File: config.mk
export PLATFORM = sky130hd
export DESIGN_NAME = pong_match_ctrl
export DESIGN_NICKNAME = d
export VERILOG_FILES = /design/src/rtl/pong_match_ctrl.sv
export SDC_FILE = /design/constraint.sdc
export NUM_CORES = 1
export LEC_CHECK = 0
export ABC_AREA = 0
export CORE_ASPECT_RATIO = 1.1
export CORE_UTILIZATION = 57
export DETAILED_ROUTE_END_ITERATION = 10
export HOLD_SLACK_MARGIN = 0.15
export PLACE_DENSITY = 0.88
export SYNTH_ARGS = -nofsm -noshare
export SYNTH_HDL_FRONTEND = slang
export SYNTH_SLANG_ARGS = --single-unit
export TNS_END_PERCENT = 30
File: constraint.sdc
create_clock -name clk -period 2.6 [get_ports clk]
set_input_delay 0.39 -clock clk [delete_from_list [all_inputs] [get_ports clk]]
set_output_delay 0.39 -clock clk [all_outputs]
set_load 0.01 [all_outputs]
File: src/rtl/pong_match_ctrl.sv
// pong_match_ctrl - match-level sequencer for BASPONG.
// Tracks both players' scores from the animation block's point pulses and
// decides when the ball is launched. It launches on the serve button or after
// an auto-serve timeout. It also flags match end and reports the winner.
//
// Ports:
//   clk        system clock
//   reset      synchronous, active-high reset
//   serve_btn  debounced serve button (level)
//   score1_in  player-1 point pulse
//   score2_in  player-2 point pulse
//   stop_ball  one-cycle launch pulse to the animation block
//   p1_score   player-1 score
//   p2_score   player-2 score
//   game_over  high while the match is over
//   winner     0 = player 1, 1 = player 2 (valid while game_over)
//   state_o    00 IDLE, 01 PLAY, 10 WAIT_SERVE, 11 GAME_OVER
module pong_match_ctrl #(
  parameter int WIN_SCORE   = 7,
  parameter int SCORE_W     = 4,
  parameter int TICK_DIV    = 830000,
  parameter int SERVE_DELAY = 90,
  parameter int OVER_HOLD   = 180
) (
  input  logic               clk,
  input  logic               reset,
  input  logic               serve_btn,
  input  logic               score1_in,
  input  logic               score2_in,
  output logic               stop_ball,
  output logic [SCORE_W-1:0] p1_score,
  output logic [SCORE_W-1:0] p2_score,
  output logic               game_over,
  output logic               winner,
  output logic [1:0]         state_o
);

  localparam int TW   = (TICK_DIV > 1) ? $clog2(TICK_DIV) : 1;
  localparam int HMAX = (SERVE_DELAY > OVER_HOLD) ? SERVE_DELAY : OVER_HOLD;
  localparam int HW   = (HMAX > 0) ? $clog2(HMAX + 1) : 1;

  localparam logic [TW-1:0]      TICK_LAST  = TW'(TICK_DIV - 1);
  localparam logic [HW-1:0]      SERVE_LAST = HW'(SERVE_DELAY - 1);
  localparam logic [HW-1:0]      HOLD_DONE  = HW'(OVER_HOLD);
  localparam logic [SCORE_W-1:0] WIN        = SCORE_W'(WIN_SCORE);

  typedef enum logic [1:0] {
    IDLE       = 2'b00,
    PLAY       = 2'b01,
    WAIT_SERVE = 2'b10,
    GAME_OVER  = 2'b11
  } state_t;

  state_t             state;
  logic [TW-1:0]      tick_cnt;
  logic [HW-1:0]      hold_cnt;
  logic               serve_q, s1_q, s2_q;
  logic               armed;
  logic               tick;
  logic               serve_ev, s1_ev, s2_ev;
  logic [SCORE_W-1:0] p1_inc, p2_inc;

  // armed is low for the first cycle after reset. A button held through
  // reset release therefore loads its history register without firing.
  always_comb begin
    tick     = (tick_cnt == TICK_LAST);
    serve_ev = armed & serve_btn & ~serve_q;
    s1_ev    = armed & score1_in & ~s1_q;
    s2_ev    = armed & score2_in & ~s2_q;
    p1_inc   = (p1_score == WIN) ? WIN : p1_score + 1'b1;
    p2_inc   = (p2_score == WIN) ? WIN : p2_score + 1'b1;
  end

  always_ff @(posedge clk) begin
    if (reset) begin
      state     <= IDLE;
      stop_ball <= 1'b0;
      p1_score  <= '0;
      p2_score  <= '0;
      winner    <= 1'b0;
      tick_cnt  <= '0;
      hold_cnt  <= '0;
      serve_q   <= 1'b0;
      s1_q      <= 1'b0;
      s2_q      <= 1'b0;
      armed     <= 1'b0;
    end else begin
      tick_cnt  <= tick ? '0 : tick_cnt + 1'b1;
      serve_q   <= serve_btn;
      s1_q      <= score1_in;
      s2_q      <= score2_in;
      armed     <= 1'b1;
      stop_ball <= 1'b0;
      case (state)
        IDLE: begin
          if (serve_ev) begin
            state     <= PLAY;
            stop_ball <= 1'b1;
          end
        end
        PLAY: begin
          // Player 1 wins a same-cycle tie; the player-2 point is dropped.
          if (s1_ev) begin
            p1_score <= p1_inc;
            hold_cnt <= '0;
            if (p1_inc == WIN) begin
              state  <= GAME_OVER;
              winner <= 1'b0;
            end else begin
              state <= WAIT_SERVE;
            end
          end else if (s2_ev) begin
            p2_score <= p2_inc;
            hold_cnt <= '0;
            if (p2_inc == WIN) begin
              state  <= GAME_OVER;
              winner <= 1'b1;
            end else begin
              state <= WAIT_SERVE;
            end
          end
        end
        WAIT_SERVE: begin
          if (tick) hold_cnt <= hold_cnt + 1'b1;
          // The timeout fires on the tick that brings the count to SERVE_DELAY.
          // A serve in that same cycle merges into the one launch.
          if (serve_ev || (tick && hold_cnt == SERVE_LAST)) begin
            state     <= PLAY;
            stop_ball <= 1'b1;
          end
        end
        GAME_OVER: begin
          if (serve_ev && hold_cnt == HOLD_DONE) begin
            state    <= IDLE;
            p1_score <= '0;
            p2_score <= '0;
          end else if (tick && hold_cnt != HOLD_DONE) begin
            hold_cnt <= hold_cnt + 1'b1;
          end
        end
      endcase
    end
  end

  assign game_over = (state == GAME_OVER);
  assign state_o   = state;

endmodule

==> qor.tcl, run 1 <==
set qor(die_ar_sq_mm) 0.00400
set qor(synthFlopType) {sky130_fd_sc_hd__dfxtp_1}
set qor(skew_ps) 8.60
set qor(synth_top_cell_by_area) {sky130_fd_sc_hd__dfxtp_1}
set qor(max_slew_margin_pct) 72.6
set qor(buffer_ports.inserted) 17
set qor(detail_route.first_pass.iterations) 4
set qor(synth_top_family_by_area) {simple AND/OR/NAND/NOR gates}
set qor(status) {complete, no violations}
set qor(fin_setup_tns_ps) 0
set qor(synth.cell_area_sq_mm) 0.00214
set qor(gp_congestion) 0.819
set qor(wl_per_cell_um) 13.6
set qor(synth_area_per_cell_sq_um) 8.25
set qor(setup_violations) 0
set qor(synthXorXnorAreaFrac_pct) 6.56
set qor(drv_cap) 0
set qor(globalRoute.totalOverflow) 0
set qor(avgViaCountPerCell) 5.98
set qor(timing.critical_path.to_type) {primary output}
set qor(area_used_by_sequential_logic_in_the_layout_sq_um) 881
set qor(fin_util_pct) 69.9
set qor(post-dp-hpwl_um) 3160
set qor(hold_violations) 0
set qor(pre_cts_ws_ps) 506
set qor(maximum_number_of_pins_on_one_net_before_global_route_repair) 20
set qor(diodes) 0
set qor(floorplan.io_pins) 18
set qor(ys_async_sr_fraction_pct) 0
set qor(post_synth_most_frequent_cells) {sky130_fd_sc_hd__dfxtp_1 (44), sky130_fd_sc_hd__nor2_1 (30), sky130_fd_sc_hd__nand2_1 (22)}
set qor(post_placement_cell_area_sq_mm) 0.00237
set qor(worstMarginPinSlew_ps) 409
set qor(final.min_clock_period_ps) 2110
set qor(clock_slew_at_the_register_clock_pins_of_the_worst_setup_and_hold_paths_ps) 120
set qor(fmax_mhz) 474
set qor(synthSimpleGateAreaFrac_pct) 31.9
set qor(unrepaired_setup_endpoints_after_global_routing) {false}
set qor(fp-row-count) 22
set qor(layout-area-overhead-vs-synth_pct) 13.5
set qor(multi_input_gate_area_sq_mm) 0.00119
set qor(insertion_delay_to_the_later_sink_of_the_worst_skew_pair_ps) 360
set qor(clock_sinks) 44
set qor(groute.usage.overall_pct) 25.4
set qor(final_area_sq_mm) 0.00243
set qor(critical_path_arrival_ps) 1720
set qor(vias) 1966
set qor(postLayoutSetupSlackWorst_ps) 491
set qor(ctsRootBufferMaster) {sky130_fd_sc_hd__clkbuf_4}
set qor(synth.net_count) 270
set qor(critical_path_required_ps) 2210
set qor(cts.hold.buffers_added) 0
set qor(setup.worst_path.start_class) {register}
set qor(portion_of_the_post_synthesis_area_used_by_sequential_elements_pct) 41.2
set qor(die_w_um) 60.4
set qor(drt-total-wl_um) 4490
set qor(power.leakage_nw) 0.806
set qor(holdCritPathClass) {reg -> reg}
set qor(die_y_um) 66.2
set qor(final_layout_size_suffix_gt1_share_pct) 5.34
set qor(maximum_vdd_ir_drop_uv) 370
set qor(origin_of_the_worst_setup_path) {state_o[1]}
set qor(tritoncts) {built}
set qor(grt_antenna_before_repair) 0
set qor(critical_path_peak_fanout) 11
set qor(grt_pass1_wl_um) 7680
set qor(fill_cells) 299
set qor(tritoncts.num_buffers) 5
set qor(power.density_cell_area_mw_per_mm2) 464
set qor(initial_utilization_pct) 61.6
set qor(synth_edf_count) 0
set qor(crit_type) {reg -> out}
set qor(detailedRoute.firstIterationViolations) 106
set qor(synth.distinct_cells) 43
set qor(post_cts.resized_instances) 0
set qor(synthesis.instances) 259
set qor(yosys_warnings) 0
set qor(drc_errors) 0
set qor(cts_setup_buffers) 0
set qor(netlist.area_leader.share_pct) 41.2
set qor(top_post_synthesis_cells_by_area) {sky130_fd_sc_hd__dfxtp_1 (41%), sky130_fd_sc_hd__nor2_1 (5.3%), sky130_fd_sc_hd__a21oi_1 (4.4%), sky130_fd_sc_hd__xor2_1 (4.1%), sky130_fd_sc_hd__nand2_1 (3.9%)}
set qor(drv_slew) 0
set qor(synth.most_common_cell) {sky130_fd_sc_hd__dfxtp_1}
set qor(htree_num_levels) 2
set qor(period_share_pct) 81.1
set qor(synth_seq_cells) 44
set qor(synth-compound-area-share_pct) 13.9
set qor(synth.mux.area_fraction_pct) 0
set qor(antenna_violating_nets_post_route) 0
set qor(synth-adder-area-share_pct) 3.51
set qor(cts_max_path_buffers) 2
set qor(min_from) {p2_score[1]}
set qor(first_global_vias) 1792
set qor(floorplan.core_area_sq_mm) 0.00347
set qor(layout.nets) 291
set qor(r2r-start) {hold_cnt[0]}
set qor(hold-worst-slack_ps) 501
-- cells by family after synthesis --
kind of cell	Yosys count
XOR/XNOR	16
adder cells (fa/ha/maj)	6
AO/OA/AOI/OAI	50
buffers and inverters	17
AND/OR/NAND/NOR	126
flip-flops	44
-- flip-flops by register name, indices dropped and copies added, names as in the netlist --
| name | count |
|---|---|
| hold_cnt | 8 |
| s1_q | 1 |
| armed | 1 |
| s2_q | 1 |
| tick_cnt | 20 |
| winner | 1 |
| stop_ball | 1 |
| p2_score | 4 |
| state_o | 2 |
| p1_score | 4 |
| serve_q | 1 |
-- layout make-up --
class | count | share of cell area (%)
Multi-Input combinational cell | 198 | 49.1
Sequential cell | 44 | 36.3
Timing Repair Buffer | 20 | 7.94
Tap cell | 48 | 2.48
Clock buffer | 8 | 2.42
Inverter | 11 | 1.70
-- worst max-delay path, cell delays in order (launching register included) --
cell	delay (ps)
sky130_fd_sc_hd__dfxtp_1	570
sky130_fd_sc_hd__and2_1	250
sky130_fd_sc_hd__clkdlybuf4s50_1	550
-- layer usage --
layer  vias up  share of wire (%)  GRT usage, %
met3        13                4.4          7.05
met5         -                  0             0
met4         0                2.5          11.0
li1        982                  -             -
met1       911                 47          31.2
met2        60                 46          40.5
-- placed cells by master, fill, tap and decap left out, drive strengths merged, types with 3 or more instances in the layout --
cell type      netlist  layout
o21ai               13      13
o211ai               3       3
a31oi                4       4
nor4                 5       5
nand3               13      13
clkdlybuf4s50        0      17
ha                   6       6
clkbuf               5       8
or3                  8       8
buf                  1       3
or4                  4       4
o31ai                3       3
nor2b                4       4
a21oi               19      19
xor2                10      10
nand4               13      13
inv                 11      11
dfxtp               44      44
nand3b               3       3
nor3                 9       9
and3                 4       4
nor2                30      30
xnor2                6       6
nand2               22      22
-- power by group --
group	internal, mW	switching, mW
clock	0.134	0.211
sequential	0.686	0.0164
combinational	0.0341	0.0442
total	0.854	0.271
-- final timing paths --
path | endpoint | slack [ps] | cells past startpoint
hold reg to reg | p2_score[1] | 500 | 2
setup reg to reg | hold_cnt[5] | 500 | 7
hold / removal | p2_score[1] | 500 | 2
setup / recovery | game_over | 490 | 2
-- stage by stage --
step | cells | power (mW)
floorplan | 259 | 0.763
global placement | 321 | 0.792
detailed placement | 321 | 0.794
CTS | 329 | 1.13
global route | 329 | 1.18
finish | 329 | 1.13
No activity file was read; power rests on OpenSTA's default activity.
==> inputs of run 2 (changes only) <==
--- a/config.mk
+++ b/config.mk
@@ -7,10 +7,10 @@
 export LEC_CHECK = 0
 export ABC_AREA = 0
 export CORE_ASPECT_RATIO = 1.1
-export CORE_UTILIZATION = 57
+export CORE_UTILIZATION = 51
 export DETAILED_ROUTE_END_ITERATION = 10
 export HOLD_SLACK_MARGIN = 0.15
-export PLACE_DENSITY = 0.88
+export PLACE_DENSITY = 0.83
 export SYNTH_ARGS = -nofsm -noshare
 export SYNTH_HDL_FRONTEND = slang
 export SYNTH_SLANG_ARGS = --single-unit
==> constraint.sdc (replaced) <==
create_clock -name clk -period 1.9 [get_ports clk]
set_input_delay 0.285 -clock clk [delete_from_list [all_inputs] [get_ports clk]]
set_output_delay 0.285 -clock clk [all_outputs]
set_load 0.01 [all_outputs]
==> qor.tcl, run 2 (same netlist as run 1, synthesis figures left out) <==
set qor(largest_registers) {tick_cnt (20), hold_cnt (8)} ;# unchanged
set qor(ctsRootBufferMaster) {sky130_fd_sc_hd__clkbuf_8} ;# was sky130_fd_sc_hd__clkbuf_4
set qor(maximum_number_of_pins_on_one_net_before_global_route_repair) 20 ;# unchanged
set qor(mostFrequentLayoutCells) {sky130_fd_sc_hd__buf_4 (48), sky130_fd_sc_hd__dfxtp_1 (38), sky130_fd_sc_hd__nor2_1 (29)} ;# was sky130_fd_sc_hd__dfxtp_1 (44), sky130_fd_sc_hd__nor2_1 (30), sky130_fd_sc_hd__nand2_1 (22)
set qor(groute.usage.overall_pct) 25.0 ;# was 25.4%
set qor(crit_type) {reg -> reg} ;# was reg -> out
set qor(detailedRoute.firstIterationViolations) 262 ;# was 106
set qor(unrepaired_setup_endpoints_after_global_routing) {true} ;# was false
set qor(insertion_delay_to_the_later_sink_of_the_worst_skew_pair_ps) 300 ;# was 360 ps
set qor(diodes) 0 ;# unchanged
set qor(hold_violations) 0 ;# unchanged
set qor(final_area_sq_mm) 0.00292 ;# was 0.00243 sq mm
set qor(avgViaCountPerCell) 6.03 ;# was 5.98
set qor(drc_errors) 0 ;# unchanged
set qor(crit_buf_inv) 0 ;# was 1
set qor(cts.hold.buffers_added) 0 ;# unchanged
set qor(hold-worst-slack_ps) 498 ;# was 501 ps
set qor(fp-row-count) 24 ;# was 22
set qor(final_layout_size_suffix_gt1_share_pct) 24.2 ;# was 5.34%
set qor(drt-total-wl_um) 6000 ;# was 4490 um
set qor(first_global_vias) 2022 ;# was 1792
set qor(tritoncts.num_buffers) 5 ;# unchanged
set qor(tritoncts) {built} ;# unchanged
set qor(die_ar_sq_mm) 0.00445 ;# was 0.00400 sq mm
set qor(floorplan.io_pins) 18 ;# unchanged
set qor(holdCritPathClass) {reg -> reg} ;# unchanged
set qor(violations) {setup timing}
set qor(fill_cells) 289 ;# was 299
set qor(status) {finished with violations} ;# was complete, no violations
set qor(wl_per_cell_um) 15.8 ;# was 13.6 um
set qor(grt_antenna_before_repair) 0 ;# unchanged
set qor(largest_reg_flops) 20 ;# unchanged
set qor(clock_sinks) 44 ;# unchanged
set qor(power.leakage_nw) 1.11 ;# was 0.806 nW
set qor(gp_congestion) 0.857 ;# was 0.819
set qor(die_y_um) 69.9 ;# was 66.2 um
set qor(power.density_cell_area_mw_per_mm2) 628 ;# was 464 mW/mm^2
set qor(grt_pass1_wl_um) 8830 ;# was 7680 um
set qor(layout-area-overhead-vs-synth_pct) 36.4 ;# was 13.5%
set qor(cts_max_path_buffers) 2 ;# unchanged
set qor(maximum_vdd_ir_drop_uv) 425 ;# was 370 uV
set qor(globalRoute.totalOverflow) 0 ;# unchanged
set qor(cp_slowest_stage_delay_ps) 530 ;# was 570 ps
set qor(leading_cell_type_in_the_layout_fill_and_taps_excluded) {sky130_fd_sc_hd__buf_4} ;# was sky130_fd_sc_hd__dfxtp_1
set qor(fmax_mhz) 526
set qor(number_of_standard_cells_in_the_layout_taps_in_and_fillers_out) 379 ;# was 329
set qor(critical_path_required_ps) 2150 ;# was 2210 ps
set qor(worstMarginPinSlew_ps) 429 ;# was 409 ps
set qor(final.min_clock_period_ps) 1900
set qor(drv_cap) 0 ;# unchanged
set qor(critical_path_peak_fanout) 4 ;# was 11
set qor(setup_violations) 1 ;# was 0
set qor(layout.nets) 337 ;# was 291
set qor(period_share_pct) 100
set qor(post-dp-hpwl_um) 3630 ;# was 3160 um
set qor(numPlacedInstances) 363 ;# was 321
set qor(critical_path_arrival_ps) 2150 ;# was 1720 ps
set qor(postLayoutSetupSlackWorst_ps) -2.55 ;# was 491 ps
set qor(max_slew_margin_pct) 71.0 ;# was 72.6%
set qor(report.power.total_mw) 1.83 ;# was 1.13 mW
set qor(register_with_the_most_flip_flops) {tick_cnt} ;# unchanged
set qor(timing.critical_path.to_type) {register} ;# was primary output
set qor(detail_route.first_pass.iterations) 5 ;# was 4
set qor(die_w_um) 63.7 ;# was 60.4 um
set qor(antenna_violating_nets_post_route) 0 ;# unchanged
set qor(floorplan.core_area_sq_mm) 0.00399 ;# was 0.00347 sq mm
set qor(vias) 2284 ;# was 1966
set qor(drv_slew) 0 ;# unchanged
set qor(pre_cts_ws_ps) -44.0 ;# was 506 ps
set qor(critical_path.cell_chain) {and4bb_2 -> nand4_2 -> o31a_1 -> or4_4 -> a21oi_2} ;# was and2_1 -> clkdlybuf4s50_1
set qor(post_placement_cell_area_sq_mm) 0.00266 ;# was 0.00237 sq mm
set qor(critPathSlowestCell) {sky130_fd_sc_hd__or4_4} ;# was sky130_fd_sc_hd__dfxtp_1
set qor(htree_num_levels) 2 ;# unchanged
set qor(initial_utilization_pct) 53.5 ;# was 61.6%
set qor(clock_slew_at_the_register_clock_pins_of_the_worst_setup_and_hold_paths_ps) 90 ;# was 120 ps
set qor(critPathTopFamily) {simple AND/OR/NAND/NOR gates} ;# was flip-flops
set qor(fin_setup_tns_ps) -2.55 ;# was 0 ps
set qor(buffer_ports.inserted) 17 ;# unchanged
set qor(skew_ps) 9.81 ;# was 8.60 ps
set qor(fin_util_pct) 73.0 ;# was 69.9%
set qor(setup.worst_path.start_class) {register} ;# unchanged
run 2: changes by cell type in the layout (fill, tap and decap cells not counted), sizes merged:
| cell | change |
|---|---|
| bufinv | +1 |
| clkinvlp | +1 |
| o31a | +1 |
| buf | +45 |
| clkbuf | -3 |
| clkinv | +1 |
run 2: area by class of cell:
| class | instances | area (sq um) | share of cell area (%) |
|---|---|---|---|
| Clock buffer | 5 | 68.8 | 2.36 |
| Clock inverter | 3 | 42.5 | 1.46 |
| Inverter | 11 | 41.3 | 1.42 |
| Multi-Input combinational cell | 199 | 1280 | 43.8 |
| Sequential cell | 44 | 891 | 30.6 |
| Tap cell | 52 | 65.1 | 2.23 |
| Timing Repair Buffer | 65 | 531 | 18.2 |
run 2: power by group:
group          leakage [nW]  internal [mW]  total, mW  switching (mW)
sequential            0.360          0.938      0.957          0.0186
combinational         0.696         0.0673      0.150          0.0824
clock                0.0541          0.389      0.725           0.336
total                  1.11           1.39       1.83           0.437
run 2: worst paths after layout:
| path | startpoint | end | slack, ps | cells past startpoint |
|---|---|---|---|---|
| hold reg to reg | p2_score[1] | p2_score[1] | 500 | 2 |
| setup / recovery | tick_cnt[12] | hold_cnt[6] | -3 | 5 |
| setup reg to reg | tick_cnt[12] | hold_cnt[6] | -3 | 5 |
| hold / removal | p2_score[1] | p2_score[1] | 500 | 2 |
run 2: worst min-delay path, cell delays in order, from the launching register on:
cell and delay, ps:
sky130_fd_sc_hd__dfxtp_1 340, sky130_fd_sc_hd__nand2_1 60, sky130_fd_sc_hd__a21oi_1 50
run 2: layer usage:
metal  GRT usage [%]  vias up  wire (um)  share of wire, %
li1                -     1077          -                 -
met1            28.1     1097       2340                39
met2            44.3       91       3170                53
met3            6.21       19        334               5.6
met4            10.1        0        156               2.6
met5               0        -          0                 0
run 2: repair_timing:
action	4_1_cts	5_1_grt
setup buffers	1	6
pin swaps	5	13
cloned	0	1
setup endpoints to repair	2	14
gates resized for setup	1	19
==> inputs of run 3 (changes only) <==
--- a/config.mk
+++ b/config.mk
@@ -8,6 +8,7 @@
 export ABC_AREA = 0
 export CORE_ASPECT_RATIO = 1.1
 export CORE_UTILIZATION = 51
+export CTS_CLUSTER_DIAMETER = 40
 export DETAILED_ROUTE_END_ITERATION = 10
 export HOLD_SLACK_MARGIN = 0.15
 export PLACE_DENSITY = 0.83
==> constraint.sdc (replaced) <==
create_clock -name clk -period 1.9 [get_ports clk]
set_input_delay 0.19 -clock clk [delete_from_list [all_inputs] [get_ports clk]]
set_output_delay 0.19 -clock clk [all_outputs]
set_load 0.01 [all_outputs]
==> qor.tcl, run 3 (same netlist as run 1, synthesis figures left out) <==
set qor(p_switching_mw) 0.434 ;# was 0.437 mW
set qor(drc_errors) 0 ;# unchanged
set qor(first_global_vias) 2047 ;# was 2022
set qor(swShare_pct) 23.8 ;# about the same
set qor(period_share_pct) 102 ;# was 100%
set qor(maximum_number_of_pins_on_one_net_before_global_route_repair) 20 ;# unchanged
set qor(fmax_mhz) 515 ;# was 526 MHz
set qor(postLayoutSetupSlackWorst_ps) -41.3 ;# was -2.55 ps
set qor(r2r_end) {hold_cnt[6]} ;# unchanged
set qor(clock_slew_at_the_register_clock_pins_of_the_worst_setup_and_hold_paths_ps) 90 ;# about the same
set qor(drv_slew) 0 ;# unchanged
set qor(die_w_um) 63.7 ;# unchanged
set qor(power.leakage_nw) 1.03 ;# was 1.11 nW
set qor(hold-worst-slack_ps) 483 ;# was 498 ps
set qor(crit_type) {reg -> reg} ;# unchanged
set qor(worstMarginPinSlew_ps) 384 ;# was 429 ps
set qor(diodes) 0 ;# unchanged
set qor(mostFrequentLayoutCells) {sky130_fd_sc_hd__dfxtp_1 (39), sky130_fd_sc_hd__buf_4 (39), sky130_fd_sc_hd__nor2_1 (29)} ;# was sky130_fd_sc_hd__buf_4 (48), sky130_fd_sc_hd__dfxtp_1 (38), sky130_fd_sc_hd__nor2_1 (29)
set qor(status) {finished with violations} ;# unchanged
set qor(cell_internal_pwr_mw) 1.39 ;# about the same
set qor(drt-total-wl_um) 5330 ;# was 6000 um
set qor(violations) {setup timing} ;# unchanged
set qor(maximum_vdd_ir_drop_uv) 526 ;# was 425 uV
set qor(holdCritPathClass) {in -> reg} ;# was reg -> reg
set qor(initial_utilization_pct) 53.5 ;# unchanged
set qor(clock_sinks) 44 ;# unchanged
set qor(die_y_um) 69.9 ;# unchanged
set qor(gp_congestion) 0.854 ;# was 0.857
set qor(register_with_the_most_flip_flops) {tick_cnt} ;# unchanged
set qor(setup.worst_path.start_class) {register} ;# unchanged
set qor(post-dp-hpwl_um) 3580 ;# was 3630 um
set qor(cts_max_path_buffers) 2 ;# unchanged
set qor(origin_of_the_worst_setup_path) {tick_cnt[17]} ;# was tick_cnt[12]
set qor(layout-area-overhead-vs-synth_pct) 32.4 ;# was 36.4%
set qor(htree_num_levels) 2 ;# unchanged
set qor(globalRoute.totalOverflow) 0 ;# unchanged
set qor(floorplan.io_pins) 18 ;# unchanged
set qor(skew_ps) 5.63 ;# was 9.81 ps
set qor(floorplan.core_area_sq_mm) 0.00399 ;# unchanged
set qor(sequentialPowerShare_pct) 52.3 ;# was 52.2%
set qor(groute.usage.overall_pct) 25.1 ;# was 25.0%
set qor(critical_path_required_ps) 2150 ;# about the same
set qor(grt_antenna_before_repair) 0 ;# unchanged
set qor(wl_per_cell_um) 14.4 ;# was 15.8 um
set qor(register_to_register_setup_slack_ps) -40 ;# was -3 ps
set qor(report.power.total_mw) 1.83 ;# about the same
set qor(fp-row-count) 24 ;# unchanged
set qor(combinationalPowerShare_pct) 8.0 ;# was 8.2%
set qor(buffer_ports.inserted) 17 ;# unchanged
set qor(drv_cap) 0 ;# unchanged
set qor(timing.critical_path.to_type) {register} ;# unchanged
set qor(critical_path_peak_fanout) 6 ;# was 4
set qor(antenna_violating_nets_post_route) 0 ;# unchanged
set qor(ctsRootBufferMaster) {sky130_fd_sc_hd__clkbuf_8} ;# unchanged
set qor(cell_depth_of_the_worst_flop_to_flop_path) 5 ;# unchanged
set qor(avgViaCountPerCell) 5.83 ;# was 6.03
set qor(detail_route.first_pass.iterations) 4 ;# was 5
set qor(max_slew_margin_pct) 74.3 ;# was 71.0%
set qor(die_ar_sq_mm) 0.00445 ;# unchanged
set qor(largest_registers) {tick_cnt (20), hold_cnt (8)} ;# unchanged
set qor(insertion_delay_to_the_later_sink_of_the_worst_skew_pair_ps) 310 ;# was 300 ps
set qor(tritoncts) {built} ;# unchanged
set qor(tritoncts.num_buffers) 5 ;# unchanged
set qor(final_layout_size_suffix_gt1_share_pct) 21.1 ;# was 24.2%
set qor(unrepaired_setup_endpoints_after_global_routing) {true} ;# unchanged
set qor(grt_pass1_wl_um) 8760 ;# was 8830 um
set qor(vias) 2158 ;# was 2284
set qor(r2r-start) {tick_cnt[17]} ;# was tick_cnt[12]
set qor(critical_path_arrival_ps) 2190 ;# was 2150 ps
set qor(timing.critical_path.to) {hold_cnt[6]} ;# unchanged
set qor(final.min_clock_period_ps) 1940 ;# was 1900 ps
set qor(layout.nets) 328 ;# was 337
set qor(hold_violations) 0 ;# unchanged
set qor(cts.hold.buffers_added) 0 ;# unchanged
set qor(share_clk_of_total_power_pct) 39.7 ;# was 39.6%
set qor(setup_violations) 1 ;# unchanged
set qor(power.density_cell_area_mw_per_mm2) 646 ;# was 628 mW/mm^2
set qor(largest_reg_flops) 20 ;# unchanged
set qor(detailedRoute.firstIterationViolations) 145 ;# was 262
-- run 3: cell types whose count changed in the layout (fill, tap and decap cells not counted), sizes merged --
cell	change
buf	-9
-- run 3: metal layers --
metal  share of wire [%]  wire length (um)  GRT usage, %  up-vias
met5                   0                 0             0        -
met4                 2.4               128          13.1        0
met3                 5.1               271          5.39       15
met2                  51              2700          41.3       72
met1                  42              2230          30.3     1012
li1                    -                 -             -     1059
-- run 3: worst max-delay path: stages, from the launching register on --
cell	delay (ps)
sky130_fd_sc_hd__dfxtp_2	340
sky130_fd_sc_hd__nor4_4	320
sky130_fd_sc_hd__nand4_4	150
sky130_fd_sc_hd__o31a_1	400
sky130_fd_sc_hd__or4_4	540
sky130_fd_sc_hd__a21oi_2	120
-- run 3: how the worst min path moves through the flow --
stage                     start          end  cells past startpoint
floorplan             score1_in         s1_q                      1
global placement    p1_score[1]  p1_score[1]                      2
detailed placement  p1_score[1]  p1_score[1]                      2
CTS                   score1_in         s1_q                      2
global route          score1_in         s1_q                      2
finish                score1_in         s1_q                      2
-- run 3: area by class of cell --
cell class | instances | area, sq um
Clock inverter | 3 | 42.5
Sequential cell | 44 | 887
Multi-Input combinational cell | 199 | 1260
Clock buffer | 5 | 68.8
Tap cell | 52 | 65.1
Inverter | 11 | 41.3
Timing Repair Buffer | 56 | 463
Fill cell | 303 | 1160
-- run 3: stage by stage --
stage / instances / area, sq um / TNS [ps] / utilization (%) / setup WS, ps
after floorplan: 259 / 2140 / 0 / - / 5.49
after global placement: 357 / 2620 / 0 / 65.5 / 10.6
after detailed placement: 357 / 2620 / -118 / 65.5 / -73.0
after CTS: 367 / 2740 / -13.1 / 68.6 / -13.1
after global routing: 370 / 2830 / -665 / 70.8 / -135
final: 370 / 2830 / -41.3 / 70.8 / -41.3
-- run 3: power by group through the flow --
stage | Clock (mW) | Combinational, mW | Sequential, mW
after global placement | 0 | 0.129 | 0.974
after detailed placement | 0 | 0.133 | 0.975
after CTS | 0.731 | 0.135 | 0.953
after floorplan | 0 | 0.0706 | 0.974
after global routing | 0.778 | 0.162 | 0.957
final | 0.725 | 0.146 | 0.955
-- run 3: repair_timing --
item / CTS / global route
buffers inserted: 2 / 2
pin swaps: 5 / 7
gates resized for setup: 0 / 14
cloned: 0 / 1
setup endpoints to repair: 2 / 12
